==> src/rtl/peg_l2_tx_arb_pkg.sv <==
// Shared types and constants for the MAC-TX packet arbiter.
package peg_l2_tx_arb_pkg;

   typedef enum logic {
      IDLE_S = 1'b0,
      GNT_S  = 1'b1
   } arb_state_e;

   localparam logic ARB_MODE_RR   = 1'b0;
   localparam logic ARB_MODE_PRIO = 1'b1;

   localparam int DROP_CNTR_W = 16;

endpackage

==> src/rtl/peg_l2_rr_picker.sv <==
// Combinational winner select: round robin after last, or lowest index in priority mode.
// Zero latency; no flow control of its own.
module peg_l2_rr_picker
   import peg_l2_tx_arb_pkg::*;
#(
   parameter int NUM_REQ = 4,
   parameter int IDX_W   = $clog2(NUM_REQ)
) (
   input  logic [NUM_REQ-1:0] req,
   input  logic [IDX_W-1:0]   last,
   input  logic               mode,
   output logic [IDX_W-1:0]   winner,
   output logic               any_req
);

   logic [NUM_REQ-1:0] rot;
   int                 start;
   int                 pos;

   always_comb begin
      start   = 0;
      pos     = 0;
      rot     = '0;
      any_req = 1'b0;
      // Priority mode is just round robin with the rotation pinned at zero.
      if (mode == ARB_MODE_RR) begin
         start = (int'(last) + 1) % NUM_REQ;
      end
      for (int i = 0; i < NUM_REQ; i++) begin
         rot[i] = req[(start + i) % NUM_REQ];
      end
      for (int i = NUM_REQ - 1; i >= 0; i--) begin
         if (rot[i]) begin
            pos     = i;
            any_req = 1'b1;
         end
      end
      winner = IDX_W'((start + pos) % NUM_REQ);
   end

endmodule

==> src/rtl/peg_l2_tx_arb.sv <==
// Packet-granular arbiter feeding the RMII TX pkt_* port; grant locked SOP..accepted EOP.
// Mux path zero latency, one idle bubble per packet; pkt_ready passes straight to the granted source.
module peg_l2_tx_arb
   import peg_l2_tx_arb_pkg::*;
#(
   parameter int PKT_DATA_W = 8,
   parameter int PKT_SIZE_W = 16,
   parameter int NUM_REQ    = 4
) (
   input  logic                           rmii_ref_clk,
   input  logic                           rst,
   input  logic                           config_arb_mode,
   input  logic [NUM_REQ-1:0]             req_pkt_valid,
   input  logic [NUM_REQ-1:0]             req_pkt_sop,
   input  logic [NUM_REQ-1:0]             req_pkt_eop,
   input  logic [NUM_REQ-1:0]             req_pkt_error,
   input  logic [NUM_REQ*PKT_DATA_W-1:0]  req_pkt_data,
   input  logic [NUM_REQ*PKT_SIZE_W-1:0]  req_pkt_size,
   output logic [NUM_REQ-1:0]             req_pkt_ready,
   output logic                           pkt_valid,
   output logic                           pkt_sop,
   output logic                           pkt_eop,
   output logic                           pkt_error,
   output logic [PKT_DATA_W-1:0]          pkt_data,
   output logic [PKT_SIZE_W-1:0]          pkt_size,
   input  logic                           pkt_ready,
   output logic [NUM_REQ-1:0]             status_gnt_vec,
   output logic                           status_busy,
   output logic [DROP_CNTR_W-1:0]         status_drop_cntr
);

   localparam int IDX_W = $clog2(NUM_REQ);

   arb_state_e         state_f;
   arb_state_e         state_nxt;
   logic [IDX_W-1:0]   grant_f;
   logic [IDX_W-1:0]   last_gnt_f;
   logic [IDX_W-1:0]   winner;
   logic               any_req;
   logic [NUM_REQ-1:0] elig;
   logic [NUM_REQ-1:0] orphan;
   logic               eop_xfer;

   assign elig     = req_pkt_valid & req_pkt_sop;
   assign orphan   = req_pkt_valid & ~req_pkt_sop;
   assign eop_xfer = (state_f == GNT_S) & pkt_valid & pkt_ready & pkt_eop;

   peg_l2_rr_picker #(
      .NUM_REQ (NUM_REQ),
      .IDX_W   (IDX_W)
   ) u_picker (
      .req     (elig),
      .last    (last_gnt_f),
      .mode    (config_arb_mode),
      .winner  (winner),
      .any_req (any_req)
   );

   always_ff @(posedge rmii_ref_clk) begin
      if (rst) begin
         state_f <= IDLE_S;
      end else begin
         state_f <= state_nxt;
      end
   end

   always_comb begin
      state_nxt = state_f;
      case (state_f)
         IDLE_S:  if (any_req)  state_nxt = GNT_S;
         GNT_S:   if (eop_xfer) state_nxt = IDLE_S;
         default: state_nxt = IDLE_S;
      endcase
   end

   // last_gnt_f resets to the top index so requester 0 is first in line.
   always_ff @(posedge rmii_ref_clk) begin
      if (rst) begin
         grant_f          <= '0;
         last_gnt_f       <= IDX_W'(NUM_REQ - 1);
         status_drop_cntr <= '0;
      end else begin
         if (state_f == IDLE_S && any_req) begin
            grant_f <= winner;
         end
         if (eop_xfer) begin
            last_gnt_f <= grant_f;
         end
         if (state_f == IDLE_S && (|orphan) && (status_drop_cntr != '1)) begin
            status_drop_cntr <= status_drop_cntr + DROP_CNTR_W'(1);
         end
      end
   end

   always_comb begin
      req_pkt_ready  = '0;
      pkt_valid      = 1'b0;
      pkt_sop        = 1'b0;
      pkt_eop        = 1'b0;
      pkt_error      = 1'b0;
      pkt_data       = '0;
      pkt_size       = '0;
      status_gnt_vec = '0;
      status_busy    = 1'b0;
      if (!rst) begin
         if (state_f == IDLE_S) begin
            // Headless beats are swallowed so a broken source cannot wedge arbitration.
            req_pkt_ready = orphan;
         end else begin
            pkt_valid              = req_pkt_valid[grant_f];
            pkt_sop                = req_pkt_sop[grant_f];
            pkt_eop                = req_pkt_eop[grant_f];
            pkt_error              = req_pkt_error[grant_f];
            pkt_data               = req_pkt_data[int'(grant_f)*PKT_DATA_W +: PKT_DATA_W];
            pkt_size               = req_pkt_size[int'(grant_f)*PKT_SIZE_W +: PKT_SIZE_W];
            req_pkt_ready[grant_f] = pkt_ready;
            status_busy            = 1'b1;
            for (int i = 0; i < NUM_REQ; i++) begin
               status_gnt_vec[i] = (grant_f == IDX_W'(i));
            end
         end
      end
   end

endmodule

==> config.mk <==
export PLATFORM = sky130hd
export DESIGN_NAME = peg_l2_tx_arb
export DESIGN_NICKNAME = d
export VERILOG_FILES = /design/src/rtl/peg_l2_tx_arb_pkg.sv /design/src/rtl/peg_l2_rr_picker.sv /design/src/rtl/peg_l2_tx_arb.sv
export SDC_FILE = /design/constraint.sdc
export NUM_CORES = 1
export LEC_CHECK = 0
export CORE_MARGIN = 8
export CORE_UTILIZATION = 37
export CTS_CLUSTER_DIAMETER = 40
export DETAILED_ROUTE_END_ITERATION = 6
export PLACE_DENSITY_LB_ADDON = 0.12
export SKIP_CTS_REPAIR_TIMING = 1
export SLEW_MARGIN = 20
export SYNTH_ARGS = -nofsm -noshare
export SYNTH_HDL_FRONTEND = slang
export SYNTH_SLANG_ARGS = --single-unit
==> constraint.sdc <==
create_clock -name rmii_ref_clk -period 4.96 [get_ports rmii_ref_clk]
set_input_delay 0.992 -clock rmii_ref_clk [delete_from_list [all_inputs] [get_ports rmii_ref_clk]]
set_output_delay 0.992 -clock rmii_ref_clk [all_outputs]
set_load 0.03 [all_outputs]
# After elaboration in Yosys (flattened, before gate mapping)
# Cells that the tools add are included.
# op_classes
n_reduce_logical	11
addsub	6
eq_ne	4
n_bitwise	13
n_mux	52
n_lt_le_gt_ge	6
shifts	2
# ops
op	n
$add A32 B3 Y32 const B	2
$shiftx A64 B7 Y16	1
$add A32 B2 Y32 const B	1
$mux W16	2
$mux W32	1
$shiftx A32 B6 Y8	1
$mux W1	29
$add A16 B1 Y16 const B	1
$bmux W1 S2	8
$lt A3 B4 Y1 const B	4
$mux W4	4
$mux W8	2
$ne A16 B16 Y1 const B	1
$and A4 B4 Y4	3
$reduce_or A2 Y1	5
$mux W2	4
$and A1 B1 Y1	7
$eq A2 B2 Y1 const B	2
$logic_and A1 B1 Y1	4
$not A4 Y4	1
$reduce_or A4 Y1	1
$lt A2 B3 Y1 const B	1
$add A2 B1 Y2 const B	1
$add A2 B2 Y2	1
7 further kinds	7
# totals
word_cells	98
regBits	21
input_bits	116

# Longest topological paths before layout
# Gate-level depths: netlist (run 1).
# logic_depth
ltp_word	16
depth_mapped	7
ltp_nobuf	6

# By module
# A second synthesis (run 1) with hierarchy kept.
# hier_totals
cells_unflattened	263
area_unflattened_um2	2376.0
# modules_own_cells
mod	seq_area_each_um2	area_per_inst_um2	instances	cells_each
peg_l2_tx_arb	420.4	2068.2	1	220
peg_l2_rr_picker	0.0	307.8	1	43

# Least setup slack after synthesis (run 1)
# OpenSTA, ideal clock, no wires.
# synth_timing
kind	input -> output
start	input rst
end	output pkt_data[0]
t_arrival_ns	2.440
t_required_ns	3.968
cell_stages	6
n_path_buf	3
setup_slack_ns	1.528
path_cell_list	clkbuf_1 > nand2b_1 > inv_1 > clkbuf_1 > clkbuf_1 > and2_1
# synth_between
elab_chain_len	1
# synth_lines
item	line	rtl
from (decl)	peg_l2_tx_arb.sv:11	input logic rst,
$mux W8	peg_l2_tx_arb.sv:105	if (!rst) begin
to (decl)	peg_l2_tx_arb.sv:24	output logic [PKT_DATA_W-1:0] pkt_data,
# No other way between the ends.

# Worst setup path in the final report (run 1)
# layout_timing
start	input rst
end	output pkt_eop
# layout_between
elab_chain_len	1
# layout_lines
item	line	rtl
$mux W1	peg_l2_tx_arb.sv:105	
to (decl)	peg_l2_tx_arb.sv:22	output logic pkt_eop,
# No other way between the ends.

==> results of run 1 <==
## placed cells by master (no fill, tap or decap), types with 5 or more instances in the layout
cell type,count
and2_1,33
nand2_1,9
nand3_1,5
dfxtp_1,20
nand4_1,9
clkdlybuf4s50_1,168
mux4_2,28
a21oi_1,6
nor2_1,32
nand2b_1,6
xor2_1,13
and3_1,6
## sequential cells by signal (all words and copies together) (netlist names)
name	cells
grant_f	2
last_gnt_f	2
state_f	1
status_drop_cntr	16
## per-layer routing
metal,global-route usage (%),vias up,part of all wire [%]
met1,26.12,1212,41
met3,6.555,6,9.3
li1,-,1194,-
met5,0,-,0
met2,36.64,89,49
met4,3.963,0,0.87
## area by class of cell
cell class                 instances  area (sq um)  share of cell area (%)
timing repair buffer             171          1704                   42.68
sequential                        21         421.7                   10.56
tap                               75         93.84                   2.350
clock buffer                       4         45.04                   1.128
inverter                           4         15.01                  0.3761
multi-input combinational        192          1713                   42.90
## power by group through the flow
stage	Combinational, mW	Sequential (mW)	Clock [mW]
floorplan	0.192	0.189	0
global placement	0.332	0.204	0
detailed placement	0.337	0.204	0
CTS	0.338	0.200	0.115
global route	0.358	0.203	0.121
finish	0.335	0.199	0.108
## kinds of logic after synthesis
| group | after synthesis |
|---|---|
| AOI/OAI and AO/OA | 28 |
| xor gates and xnor gates | 16 |
| and+or+nand+nor | 115 |
| buffers and inverters | 23 |
| DFF | 21 |
| muxes | 32 |
| adders and majority gates | 1 |
## worst max-delay path: cells and delay by family
| kind | cells | cell delay, ns |
|---|---|---|
| buffers and inverters | 3 | 1.67 |
| and+or+nand+nor | 2 | 0.45 |
## worst max path at each step
stage / end / startpoint / cells past startpoint / slack [ns]
detailed placement: pkt_eop / rst / 5 / 0.83
global route: pkt_eop / rst / 5 / 0.68
floorplan: pkt_data[0] / rst / 6 / 1.53
global placement: pkt_eop / rst / 5 / 0.87
CTS: pkt_eop / rst / 5 / 0.83
finish: pkt_eop / rst / 5 / 0.84
==> summary.txt, run 1 <==
Status: finished clean
HP Start: status_drop_cntr[11]
Clock group share of total power: 16.8%
Simple-gate share of the synthesized area: 28.35%
Ys async rst share: 0%
Maximum operating frequency: 242.8 MHz
Max-cap viol count: 0
Worst EP required: 3.97 ns
Worst-path fanout max: 29
GR Util All Layers: 21.51%
Final ANT Viol Nets: 0
Post-synthesis mux area share: 30.76%
Final Hold Vio Count: 0
Final Util: 67.84%
Crit path launch type: input port
Measured slew at the worst slew-check pin: 1.042 ns
CTS tree: done
I/O pin count: 169
Cts bufs inserted: 3
Core ar.: 5886 sq um
Slew Limit Headroom: 30.45%
Syn_nets: 353
Clk slew on worst S/H paths: 0.07 ns
Post-Synth XOR/XNOR Area: 6.275%
Mean number of vias per cell: 5.355
Period utilisation layout: 83.03%
FP Rows: 28
Hpwl dp: 8.206 mm
Register-to-register setup slack: 2.52 ns
Mapped Area: 2233 sq um
Most instantiated cells after synthesis: and2_1 (33), nor2_1 (32), mux4_2 (28)
Sequential share of power: 31.0%
Place WS: 0.8296 ns
Setup TNS: 0 ns
Post-synthesis compound-gate area fraction: 10.76%
Post-synth top area cell: mux4_2
Final hold slack: 0.5268 ns
Cell variety after synth: 45
Worst skew pair latency: 0.26 ns
Number of detailed-route iterations in the first pass: 4
Clock skew: 0.001580 ns
Clock root buffer: clkbuf_8
Internal Power: 0.4363 mW
Final worst setup slack: 0.8417 ns
Port Buffers: 168
Ys flop type: dfxtp_1
Die H: 93.69 um
Sw Share: 32.06%
Worst reg2reg endpoint: last_gnt_f[1]
Placed insts: 463
Vias: 2501
Clock sink total: 21
Maximum VDD drop: 149.1 uV
Finished Layout Cells: 467
Initial antenna violation count: 0
Worst flop-to-flop path startpoint: grant_f[0]
Psw: 0.2059 mW
Clk buf depth: 2
GPL Wtd Cong: 0.8621
Final net count: 510
Sequential share of the synthesized area: 18.82%
Post-synth EDFFs: 0
Total Wirelength: 9.755 mm
Largest family of logic cells by synthesized area: multiplexers
WHS Path Cells: 2
Slowest CP cell: clkdlybuf4s50_1
Unrepaired setup endpoints after global routing: false
Area delta synth->final: 78.77%
Tmin final: 4.118 ns
#FFs+latches synth: 21
Hold Path Class: flip-flop to flip-flop
CP cell instances: clkdlybuf4s50_1 > nand2b_1 > inv_1 > and2_1 > clkdlybuf4s50_1
# fillers: 478
Antenna cells: 0
Crit path largest cell delay: 0.71 ns
Synthesized area per cell: 9.464 sq um
Reg2reg path depth: 6
Share of layout cells above drive strength 1: 11.73%
Hold worst-path end: status_drop_cntr[11]
Max Slew Vio Count: 0
Synth top area cells: mux4_2 (28%), dfxtp_1 (19%), and2_1 (9.2%), nor2_1 (5.4%), xor2_1 (5.1%)
Yosys warns: 0
1st-iter DRT viols: 73
Pwr Density: 160.8 nW/um^2
Vias in the first global route: 2406
Most frequent cell after synthesis: and2_1
Leak: 1.423 nW
Top cell type's share of synthesized area: 28.24%
First-pass GRT wire length: 14.75 mm
Worst Path Arrival: 3.13 ns
Adder-Cell Fraction of Synth Area: 0.5602%
Crit Path Class: input port to primary output
Combinational power share: 52.2%
Final Cell Area: 3993 sq um
DIE WIDTH: 93.69 um
Post-Synthesis Cells: 236
Clock H-tree levels: 1
Total power: 0.6422 mW
Die ar.: 8778 sq um
Gr ovfl total: 0
Placed Area: 3948 sq um
Critical Path Most Common Cell: clkdlybuf4s50_1
Pin count of the biggest net entering global routing: 30
Initial Utilization: 37.95%
Final setup vio count: 0
DRC Markers: 0
CP endpoint kind: primary output
Drt wl/cell: 20.89 um
No activity file was read; power rests on OpenSTA's default activity.
==> inputs of run 2 (changes only) <==
--- a/config.mk
+++ b/config.mk
@@ -6,7 +6,7 @@
 export NUM_CORES = 1
 export LEC_CHECK = 0
 export CORE_MARGIN = 8
-export CORE_UTILIZATION = 37
+export CORE_UTILIZATION = 35
 export CTS_CLUSTER_DIAMETER = 40
 export DETAILED_ROUTE_END_ITERATION = 6
 export PLACE_DENSITY_LB_ADDON = 0.12
==> constraint.sdc (replaced) <==
create_clock -name rmii_ref_clk -period 4 [get_ports rmii_ref_clk]
set_input_delay 0.8 -clock rmii_ref_clk [delete_from_list [all_inputs] [get_ports rmii_ref_clk]]
set_output_delay 0.8 -clock rmii_ref_clk [all_outputs]
set_load 0.03 [all_outputs]
==> summary.txt, run 2 (synthesized netlist as in run 1, its figures left out) <==
Measured slew at the worst slew-check pin: 0.7664 ns (-0.2755 ns)
Cts bufs inserted: 3 (unchanged)
Biggest register: status_drop_cntr
I/O pin count: 169 (unchanged)
Final hold slack: 0.5084 ns (-0.01842 ns)
Worst EP required: 3.20 ns (-0.77 ns)
Core ar.: 6277 sq um (+6.7%)
Worst Path Arrival: 2.50 ns (-0.63 ns)
Clk slew on worst S/H paths: 0.07 ns (about the same)
Clk buf depth: 2 (unchanged)
DRC Markers: 0 (unchanged)
Total Wirelength: 9.804 mm (+0.50%)
Worst skew pair latency: 0.26 ns (about the same)
Hpwl dp: 8.257 mm (+0.62%)
Most frequent cells in the layout: clkdlybuf4s50_1 (139), and2_1 (33), buf_4 (33)
Number of detailed-route iterations in the first pass: 4 (unchanged)
Placed insts: 466 (+0.65%)
Vias: 2499 (-0.080%)
Setup crit start: req_pkt_sop[3]
Unrepaired setup endpoints after global routing: false
Crit path largest cell delay: 0.72 ns (about the same)
Die ar.: 9193 sq um (+4.7%)
Clock root buffer: clkbuf_8
Crit Path Class: input port to primary output
Crit path launch type: input port
Setup TNS: 0 ns (unchanged)
Share of layout cells above drive strength 1: 19.59% (+7.9 points)
Clock skew: 0.006579 ns (+0.004999 ns)
Final Hold Vio Count: 0 (unchanged)
Mean number of vias per cell: 5.317 (-0.72%)
Period utilisation layout: 82.61%
Final net count: 511 (+0.20%)
Initial antenna violation count: 0 (unchanged)
Initial Utilization: 35.58% (-2.4 points)
Maximum VDD drop: 171.9 uV (+15%)
Final setup vio count: 0 (unchanged)
CP cell instances: clkdlybuf4s50_1 > nand2b_1 > nor2_1 > a41oi_1 > nor2_1 > clkdlybuf4s50_1
Max Slew Vio Count: 0 (unchanged)
Status: finished clean
Pwr Density: 202.4 nW/um^2 (+26%)
CTS tree: done
First-pass GRT wire length: 14.92 mm (+1.2%)
Final worst setup slack: 0.6956 ns (-0.1461 ns)
Leak: 1.486 nW (+4.4%)
Clock H-tree levels: 1 (unchanged)
Worst flop-to-flop path startpoint: grant_f[0]
Max reg flops: 16 (unchanged)
Pin count of the biggest net entering global routing: 30 (unchanged)
Top Registers: status_drop_cntr: 16 flops, grant_f: 2 flops, last_gnt_f: 2 flops
Final Util: 62.63% (-5.2 points)
Hold Path Class: flip-flop to flip-flop
Vias in the first global route: 2563 (+6.5%)
Area delta synth->final: 76.02%
Tmin final: 3.304 ns
Most common cell after layout, fill and taps aside: clkdlybuf4s50_1
Final ANT Viol Nets: 0 (unchanged)
Die H: 95.88 um (+2.3%)
Clock sink total: 21 (unchanged)
FP Rows: 29 (+3.6%)
Gr ovfl total: 0 (unchanged)
GPL Wtd Cong: 0.8526 (-1.1%)
1st-iter DRT viols: 102 (+40%)
Place WS: 0.7021 ns (-0.1274 ns)
Antenna cells: 0 (unchanged)
Maximum operating frequency: 302.6 MHz
Slowest CP cell: clkdlybuf4s50_1
GR Util All Layers: 21.04% (-0.47 points)
Max-cap viol count: 0 (unchanged)
Port Buffers: 168 (unchanged)
HP Start: status_drop_cntr[11]
CP endpoint kind: primary output
Finished Layout Cells: 470 (+0.64%)
Slew Limit Headroom: 48.91% (+18 points)
Worst-path fanout max: 5 (-83%)
DIE WIDTH: 95.88 um (+2.3%)
Drt wl/cell: 20.86 um (-0.14%)
run 2: metal layers:
metal	global-route usage [%]	share of wire, %	wire length, um	vias up
met5	0	0	0	-
met4	6.658	2.8	278	0
met3	6.786	9.5	935	16
met2	37.31	49	4783	104
met1	23.28	39	3806	1182
li1	-	-	-	1197
run 2: worst max-delay path: cells and delay by family:
kind	cells	cell delay, ns
buf+inv	2	1.21
simple gates	3	0.43
compound gates	1	0.05
run 2: layout make-up:
type | instances | area [sq um]
clock inverter | 1 | 5.005
inverter | 4 | 15.01
timing repair buffer | 172 | 1639
multi-input combinational | 192 | 1713
tap | 77 | 96.34
sequential | 21 | 421.7
fill | 543 | 2346
clock buffer | 3 | 41.29
run 2: path summary, 6_finish.rpt:
kind	endpoint	slack (ns)	cells after the start
hold reg to reg	status_drop_cntr[11]	0.51	2
hold / removal	status_drop_cntr[11]	0.51	2
setup / recovery	req_pkt_ready[3]	0.70	6
setup reg to reg	last_gnt_f[0]	1.74	5
run 2: power by group:
group | total [mW] | switching [mW] | leakage (nW) | internal [mW]
logic | 0.413 | 0.167 | 1.29 | 0.245
registers | 0.244 | 0.0270 | 0.171 | 0.217
clock network | 0.139 | 0.0693 | 0.0255 | 0.0694
run 2: per-stage QoR:
step / total power [mW] / instance area, sq um
floorplan: 0.4725 / 2233
global placement: 0.6581 / 3885
detailed placement: 0.6651 / 3885
CTS: 0.8031 / 3931
global route: 0.8467 / 3931
finish: 0.7957 / 3931
==> inputs of run 3 (changes only) <==
==> constraint.sdc (replaced) <==
create_clock -name rmii_ref_clk -period 3.3 [get_ports rmii_ref_clk]
set_input_delay 0.66 -clock rmii_ref_clk [delete_from_list [all_inputs] [get_ports rmii_ref_clk]]
set_output_delay 0.66 -clock rmii_ref_clk [all_outputs]
set_load 0.03 [all_outputs]
==> summary.txt, run 3 (synthesized netlist as in run 1, its figures left out) <==
Worst flop-to-flop path startpoint: grant_f[0]
Vias: 2559 (+2.4%)
Mean number of vias per cell: 5.399 (+1.5%)
GR Util All Layers: 20.96% (-0.085 points)
Die ar.: 9193 sq um (unchanged)
Setup crit start: req_pkt_sop[3]
CP endpoint kind: primary output
Worst skew pair latency: 0.26 ns (about the same)
Final Hold Vio Count: 0 (unchanged)
Crit path largest cell delay: 0.72 ns (about the same)
Max Slew Vio Count: 0 (unchanged)
Slowest CP cell: clkdlybuf4s50_1
Setup TNS: 0 ns (unchanged)
Max reg flops: 16 (unchanged)
Tmin final: 3.026 ns
DIE WIDTH: 95.88 um (unchanged)
1st-iter DRT viols: 114 (+12%)
Reg2reg path depth: 6 (+1)
Pwr Density: 245.5 nW/um^2 (+21%)
Maximum operating frequency: 330.5 MHz
Number of detailed-route iterations in the first pass: 4 (unchanged)
Placed insts: 469 (+0.64%)
Worst EP required: 2.64 ns (-0.56 ns)
Final net count: 514 (+0.59%)
Cts bufs inserted: 3 (unchanged)
Worst reg2reg endpoint: last_gnt_f[0]
Worst setup endpoint: req_pkt_ready[3]
Clock H-tree levels: 1 (unchanged)
Initial Utilization: 35.58% (unchanged)
Register-to-register setup slack: 1.05 ns (-0.69 ns)
Max-cap viol count: 0 (unchanged)
FP Rows: 29 (unchanged)
Vias in the first global route: 2614 (+2.0%)
Status: finished clean
Most frequent cells in the layout: clkdlybuf4s50_1 (135), buf_4 (39), and2_1 (33)
Leak: 1.511 nW (+1.7%)
DRC Markers: 0 (unchanged)
Gr ovfl total: 0 (unchanged)
Slew Limit Headroom: 68.91% (+20 points)
Maximum VDD drop: 195.2 uV (+14%)
Hold Path Class: flip-flop to flip-flop
CTS tree: done
Crit path launch type: input port
Clk buf depth: 2 (unchanged)
Pin count of the biggest net entering global routing: 30 (unchanged)
Measured slew at the worst slew-check pin: 0.4663 ns (-0.3000 ns)
Unrepaired setup endpoints after global routing: false
Final setup vio count: 0 (unchanged)
Die H: 95.88 um (unchanged)
Clock skew: 0.001400 ns (-0.005179 ns)
Total Wirelength: 9.874 mm (+0.71%)
CP cell instances: clkdlybuf4s50_1 > nand2b_1 > nor2_1 > a41oi_1 > nor2_1 > clkdlybuf4s50_1
First-pass GRT wire length: 14.85 mm (-0.51%)
Final ANT Viol Nets: 0 (unchanged)
Hpwl dp: 8.462 mm (+2.5%)
Crit Path Class: input port to primary output
# fillers: 561 (+3.3%)
Biggest register: status_drop_cntr
Clock root buffer: clkbuf_8
Core ar.: 6277 sq um (unchanged)
Period utilisation layout: 91.69%
Top Registers: status_drop_cntr: 16 flops, grant_f: 2 flops, last_gnt_f: 2 flops
Clock sink total: 21 (unchanged)
Area delta synth->final: 77.26%
Initial antenna violation count: 1 (+1)
Drt wl/cell: 20.83 um (-0.14%)
GPL Wtd Cong: 0.8917 (+4.6%)
Worst Path Arrival: 2.37 ns (-0.13 ns)
Port Buffers: 168 (unchanged)
Worst-path fanout max: 5 (unchanged)
Clk slew on worst S/H paths: 0.08 ns (about the same)
I/O pin count: 169 (unchanged)
Finished Layout Cells: 474 (+0.85%)
Total power: 0.9721 mW (+22%)
Most common cell after layout, fill and taps aside: clkdlybuf4s50_1
Share of layout cells above drive strength 1: 21.21% (+1.6 points)
[run 3: worst min-delay path by stage]
stage / start / endpoint / slack (ns) / depth (start not counted)
final: status_drop_cntr[11] / status_drop_cntr[11] / 0.51 / 2
after global routing: status_drop_cntr[11] / status_drop_cntr[11] / 0.55 / 2
after CTS: status_drop_cntr[11] / status_drop_cntr[11] / 0.51 / 2
after detailed placement: status_drop_cntr[11] / status_drop_cntr[11] / 0.50 / 2
after global placement: status_drop_cntr[11] / status_drop_cntr[11] / 0.49 / 2
after floorplan: last_gnt_f[1] / last_gnt_f[1] / 0.50 / 1
[run 3: routing by layer]
metal | part of all wire (%) | up-vias | track usage [%]
met3 | 8.9 | 18 | 5.304
met4 | 3.0 | 0 | 7.810
li1 | - | 1201 | -
met2 | 50 | 112 | 38.29
met5 | 0 | - | 0
met1 | 38 | 1228 | 22.71
[run 3: where the power goes]
group	switching (mW)	total, mW	internal, mW
Sequential	0.0259	0.289	0.263
Combinational	0.211	0.516	0.305
Clock	0.0831	0.167	0.0840
[run 3: stage by stage]
step,utilization (%),cell area (sq um),setup slack (ns),hold WS [ns]
after floorplan,-,2233,0.5321,0.5045
after global placement,62.29,3910,0.3210,0.4895
after detailed placement,62.29,3910,0.2944,0.4985
after CTS,63.03,3956,0.2903,0.5128
after global routing,63.07,3959,0.2027,0.5475
final,63.07,3959,0.2743,0.5106
[run 3: final cells by class]
| type | instances | area [sq um] | area share, % |
|---|---|---|---|
| clock buffer | 3 | 41.29 | 1.043 |
| timing repair buffer | 175 | 1664 | 42.04 |
| inverter | 4 | 15.01 | 0.3793 |
| antenna | 1 | 2.502 | 0.06321 |
| clock inverter | 1 | 5.005 | 0.1264 |
| sequential | 21 | 421.7 | 10.65 |
| multi-input combinational | 192 | 1713 | 43.27 |
| tap | 77 | 96.34 | 2.434 |
[run 3: critical path, delay by kind of cell]
| family | cells | cell delay, ns |
|---|---|---|
| buf+inv | 2 | 1.22 |
| simple gates | 3 | 0.43 |
| compound gates | 1 | 0.05 |
==> RTL change 1 (config.mk and constraints of run 2) <==
Change the package constant `DROP_CNTR_W` from 16 to 14.
--- a/src/rtl/peg_l2_tx_arb_pkg.sv
+++ b/src/rtl/peg_l2_tx_arb_pkg.sv
@@ -9,7 +9,7 @@
    localparam logic ARB_MODE_RR   = 1'b0;
    localparam logic ARB_MODE_PRIO = 1'b1;
 
-   localparam int DROP_CNTR_W = 16;
+   localparam int DROP_CNTR_W = 14;
 
 endpackage
 
Ports: changed (resized status_drop_cntr); port bits go from 169 to 167. No check against the original RTL was run, so the function may have changed too.
==> RTL change 1 against run 2 <==
- worst setup slack improved by 0.026 ns
- total power fell by 4.2%
- sequential power fell by 8%
- worst hold slack improved by 0.0092 ns
- register-to-register slack improved by 0.22 ns
- first-iteration DRC count fell by 45%
- via count fell by 4.7%
- design area fell by 3.7%
- routed wire length fell by 6.0%
- sequential cell count fell by 2
- synthesized cell count fell by 7.6%
- area after synthesis fell by 6.9%
- clock power fell by 6%
- sequential share of layout area fell by 0.65 points
==> RTL change 1: results <==
export IMPL_status="finished clean"
export IMPL_cp_slowest_stage_delay_ns=0.74
export IMPL_fmax_mhz=305
export IMPL_ir_drop_v=0.000307
export IMPL_gr_usage_met3_pct=4.09
export IMPL_leakage_nw=1.40
export IMPL_drtIter0Drc=56
export IMPL_drive_gt1_share_pct=21.6
export IMPL_synth_xor_area_share_pct=4.21
export IMPL_yosys_area_share_adder_pct=0.602
export IMPL_grt_pass1_vias=2353
export IMPL_wl_met2_mm=4.53
export IMPL_synth_edf_count=0
export IMPL_min_from="status_drop_cntr[8]$_SDFFE_PP0P_"
export IMPL_hpwlAfterDp_mm=7.88
export IMPL_globalplace_congestion=0.829
export IMPL_min_to="status_drop_cntr[8]$_SDFFE_PP0P_"
export IMPL_pg_comb_w=0.000407
export IMPL_pre_cts_ws_ns=0.719
export IMPL_reg_top3="status_drop_cntr x14, grant_f x2, last_gnt_f x2"
export IMPL_seq_area_frac_synth_pct=18.3
export IMPL_post_drt_wl_per_cell_um=20.3
export IMPL_holdWs_ns=0.518
export IMPL_startpoint="rst"
export IMPL_wl_met1_mm=3.98
export IMPL_final_cells=455
export IMPL_nets=497
export IMPL_swShare_pct=32.8
export IMPL_wl_met3_um=597
export IMPL_synth_commonest_cells="29 x and2_1, 28 x mux4_2, 23 x nor2_1, 19 x dfxtp_1, 14 x nand2_1"
export IMPL_numPortBuffers=166
export IMPL_cp_slowest_cell="clkdlybuf4s50_1"
export IMPL_grt_pass1_wl_mm=14.1
export IMPL_grt_usage_pct=20.7
export IMPL_synthMuxAreaShare_pct=34.0
export IMPL_seqPwrFrac_pct=29.5
export IMPL_grt_util_met1_pct=25.6
export IMPL_r2r_setup_slack_ns=1.96
export IMPL_synth_cell_type_count=50
export IMPL_r2r_end="last_gnt_f[1]$_SDFFE_PP1N_"
export IMPL_vias_per_cell=5.24
export IMPL_synthTopCellsByArea="mux4_2 30%, dfxtp_1 18%, and2_1 8.7%, nor2_1 4.2%, xnor2_1 3.0%"
export IMPL_syn_nets=335
export IMPL_placed_cell_area_sq_um=3740
export IMPL_cts_max_level=1
export IMPL_synth_compound_area_share_pct=13.5
export IMPL_clock_skew_ns=0.00492
export IMPL_grt_use_met2_pct=36.7
export IMPL_avgSynthCellArea_sq_um=9.53
export IMPL_p_clk_share_pct=17.1
## RTL change 1: cell count changes after synthesis, moves of 3 or more
cell / change
inv_1: +3
a21oi_1: +3
or3_1: +4
and3_1: -4
nand2_1: +5
nor2_1: -9
and2_1: -4
nand4_1: -8
o21ai_1: +4
xnor2_1: +4
xor2_1: -10
## RTL change 1: cell type report
| class | instances | area [sq um] |
|---|---|---|
| fillers | 492 | 2030 |
| clock inverters | 1 | 5.00 |
| diodes | 1 | 2.50 |
| flip-flops and latches | 19 | 382 |
| clock buffers | 3 | 41.3 |
| inverters | 7 | 26.3 |
| multi-input cells | 178 | 1620 |
| repair buffers | 171 | 1620 |
| well taps | 75 | 93.8 |
## RTL change 1: logic make-up after synthesis
logic type	after synthesis
AO/OA/AOI/OAI	35
buffers and inverters	21
AND/OR/NAND/NOR	97
multiplexers	35
XOR/XNOR	10
adder cells (fa/ha/maj)	1
flip-flops	19
==> RTL change 2 (settings of run 2) <==
Made on the original files. Reset style: asynchronous (`rst`), changed in 2 clocked blocks.
--- a/src/rtl/peg_l2_tx_arb.sv
+++ b/src/rtl/peg_l2_tx_arb.sv
@@ -56,7 +56,7 @@
       .any_req (any_req)
    );
 
-   always_ff @(posedge rmii_ref_clk) begin
+   always_ff @(posedge rmii_ref_clk or posedge rst) begin
       if (rst) begin
          state_f <= IDLE_S;
       end else begin
@@ -74,7 +74,7 @@
    end
 
    // last_gnt_f resets to the top index so requester 0 is first in line.
-   always_ff @(posedge rmii_ref_clk) begin
+   always_ff @(posedge rmii_ref_clk or posedge rst) begin
       if (rst) begin
          grant_f          <= '0;
          last_gnt_f       <= IDX_W'(NUM_REQ - 1);
Behaviour: differs if rst is asserted again (counterexample within 4 cycles, from zero or initial values and one cycle with rst high); with rst held inactive, the same outputs for 4 cycles.
==> RTL change 2 against run 2 <==
- area after synthesis decreased by 1.2%
- global-route usage decreased by 0.68 points
- synthesized cell count down 12%
- sequential cell count did not move
- non-clock buffer count is the same
- first-iteration DRC count shrank 50%
- routed wire length decreased by 2.8%
- worst setup slack gained 0.032 ns
- design area fell by 0.13%
- critical endpoint unchanged
Power is not compared: it rests on default switching activity, and its combinational part moved more than twofold at a synthesized area within 25%.
==> RTL change 2: results <==
export IMPL_slew_headroom_pct=29.5
export IMPL_r2r_setup_slack_ns=1.70
export IMPL_syn_nets=325
export IMPL_final_cells=446
export IMPL_place_inst=442
export IMPL_drt_total_wl_mm=9.53
export IMPL_final_util_pct=63.3
export IMPL_vias_per_cell=5.26
export IMPL_synth_top_flop_cell="dfrtp_1"
export IMPL_r2r_start="grant_f[0]$_DFFE_PP0P_"
export IMPL_nets=487
export IMPL_drtIter0Drc=51
export IMPL_hpwlAfterDp_mm=7.96
export IMPL_seq_area_frac_synth_pct=23.9
export IMPL_grt_max_degree=28
export IMPL_async_reset_ff_share_pct=100
export IMPL_synth_top_area_share_pct=29.6
export IMPL_min_from="status_drop_cntr[7]$_DFFE_PP0P_"
export IMPL_arrival_ns=2.47
export IMPL_multi_input_area_share_pct=40.6
export IMPL_grt_pass1_vias=2434
export IMPL_multi_input_cells=168
export IMPL_synth_commonest_cells="29 x and2_1, 29 x mux4_2, 19 x dfrtp_1, 14 x xnor2_1, 13 x nand2_1"
export IMPL_r2r_end="last_gnt_f[1]$_DFFE_PP1N_"
export IMPL_hold_depth=1
export IMPL_cp_slowest_stage_delay_ns=0.69
export IMPL_synth_cell_type_count=43
export IMPL_status="finished clean"
export IMPL_drive_gt1_share_pct=23.6
export IMPL_synthTopCellsByArea="mux4_2 30%, dfrtp_1 22%, and2_1 8.2%, xnor2_1 5.6%, mux2_2 2.6%"
export IMPL_avgSynthCellArea_sq_um=10.6
export IMPL_die_w_um=95.4
==> RTL change 2: logic make-up after synthesis <==
group / count (synthesis) / share of synthesized area, %
multiplexers: 36 / 33.5
flip-flops: 21 / 23.9
AO/OA/AOI/OAI: 22 / 7.66
AND/OR/NAND/NOR: 93 / 24.1
buffers and inverters: 19 / 3.86
XOR/XNOR: 16 / 6.35
adder cells (fa/ha/maj): 1 / 0.567
==> RTL change 2: layer usage <==
layer / wire [um] / vias to the layer above / global-route usage, %
met5: 0 / - / 0
met4: 244 / 0 / 6.91
met1: 3620 / 1120 / 22.8
li1: - / 1109 / -
met3: 873 / 16 / 5.28
met2: 4790 / 100 / 36.7
==> RTL change 2: worst max-delay path by stage <==
stage / startpoint / end / cells after the start / slack, ns
after floorplan: rst / pkt_eop / 5 / 0.86
after global placement: req_pkt_sop[3] / req_pkt_ready[3] / 6 / 0.76
after detailed placement: req_pkt_sop[3] / req_pkt_ready[3] / 6 / 0.74
after CTS: req_pkt_sop[3] / req_pkt_ready[3] / 6 / 0.74
after global routing: req_pkt_sop[3] / req_pkt_ready[3] / 6 / 0.62
final: req_pkt_sop[3] / req_pkt_ready[3] / 6 / 0.73
==> RTL change 2: worst reg2reg max path: cells and delay by family, from the launching register on <==
kind | cells | cell delay (ns)
muxes | 2 | 0.95
DFF | 1 | 0.88
and+or+nand+nor | 2 | 0.39
==> RTL change 2: where the power goes <==
group	internal (W)	switching, W	total (W)
logic	0.000700	0.000583	0.00128
clock network	0.0000692	0.0000664	0.000136
registers	0.000259	0.000167	0.000426
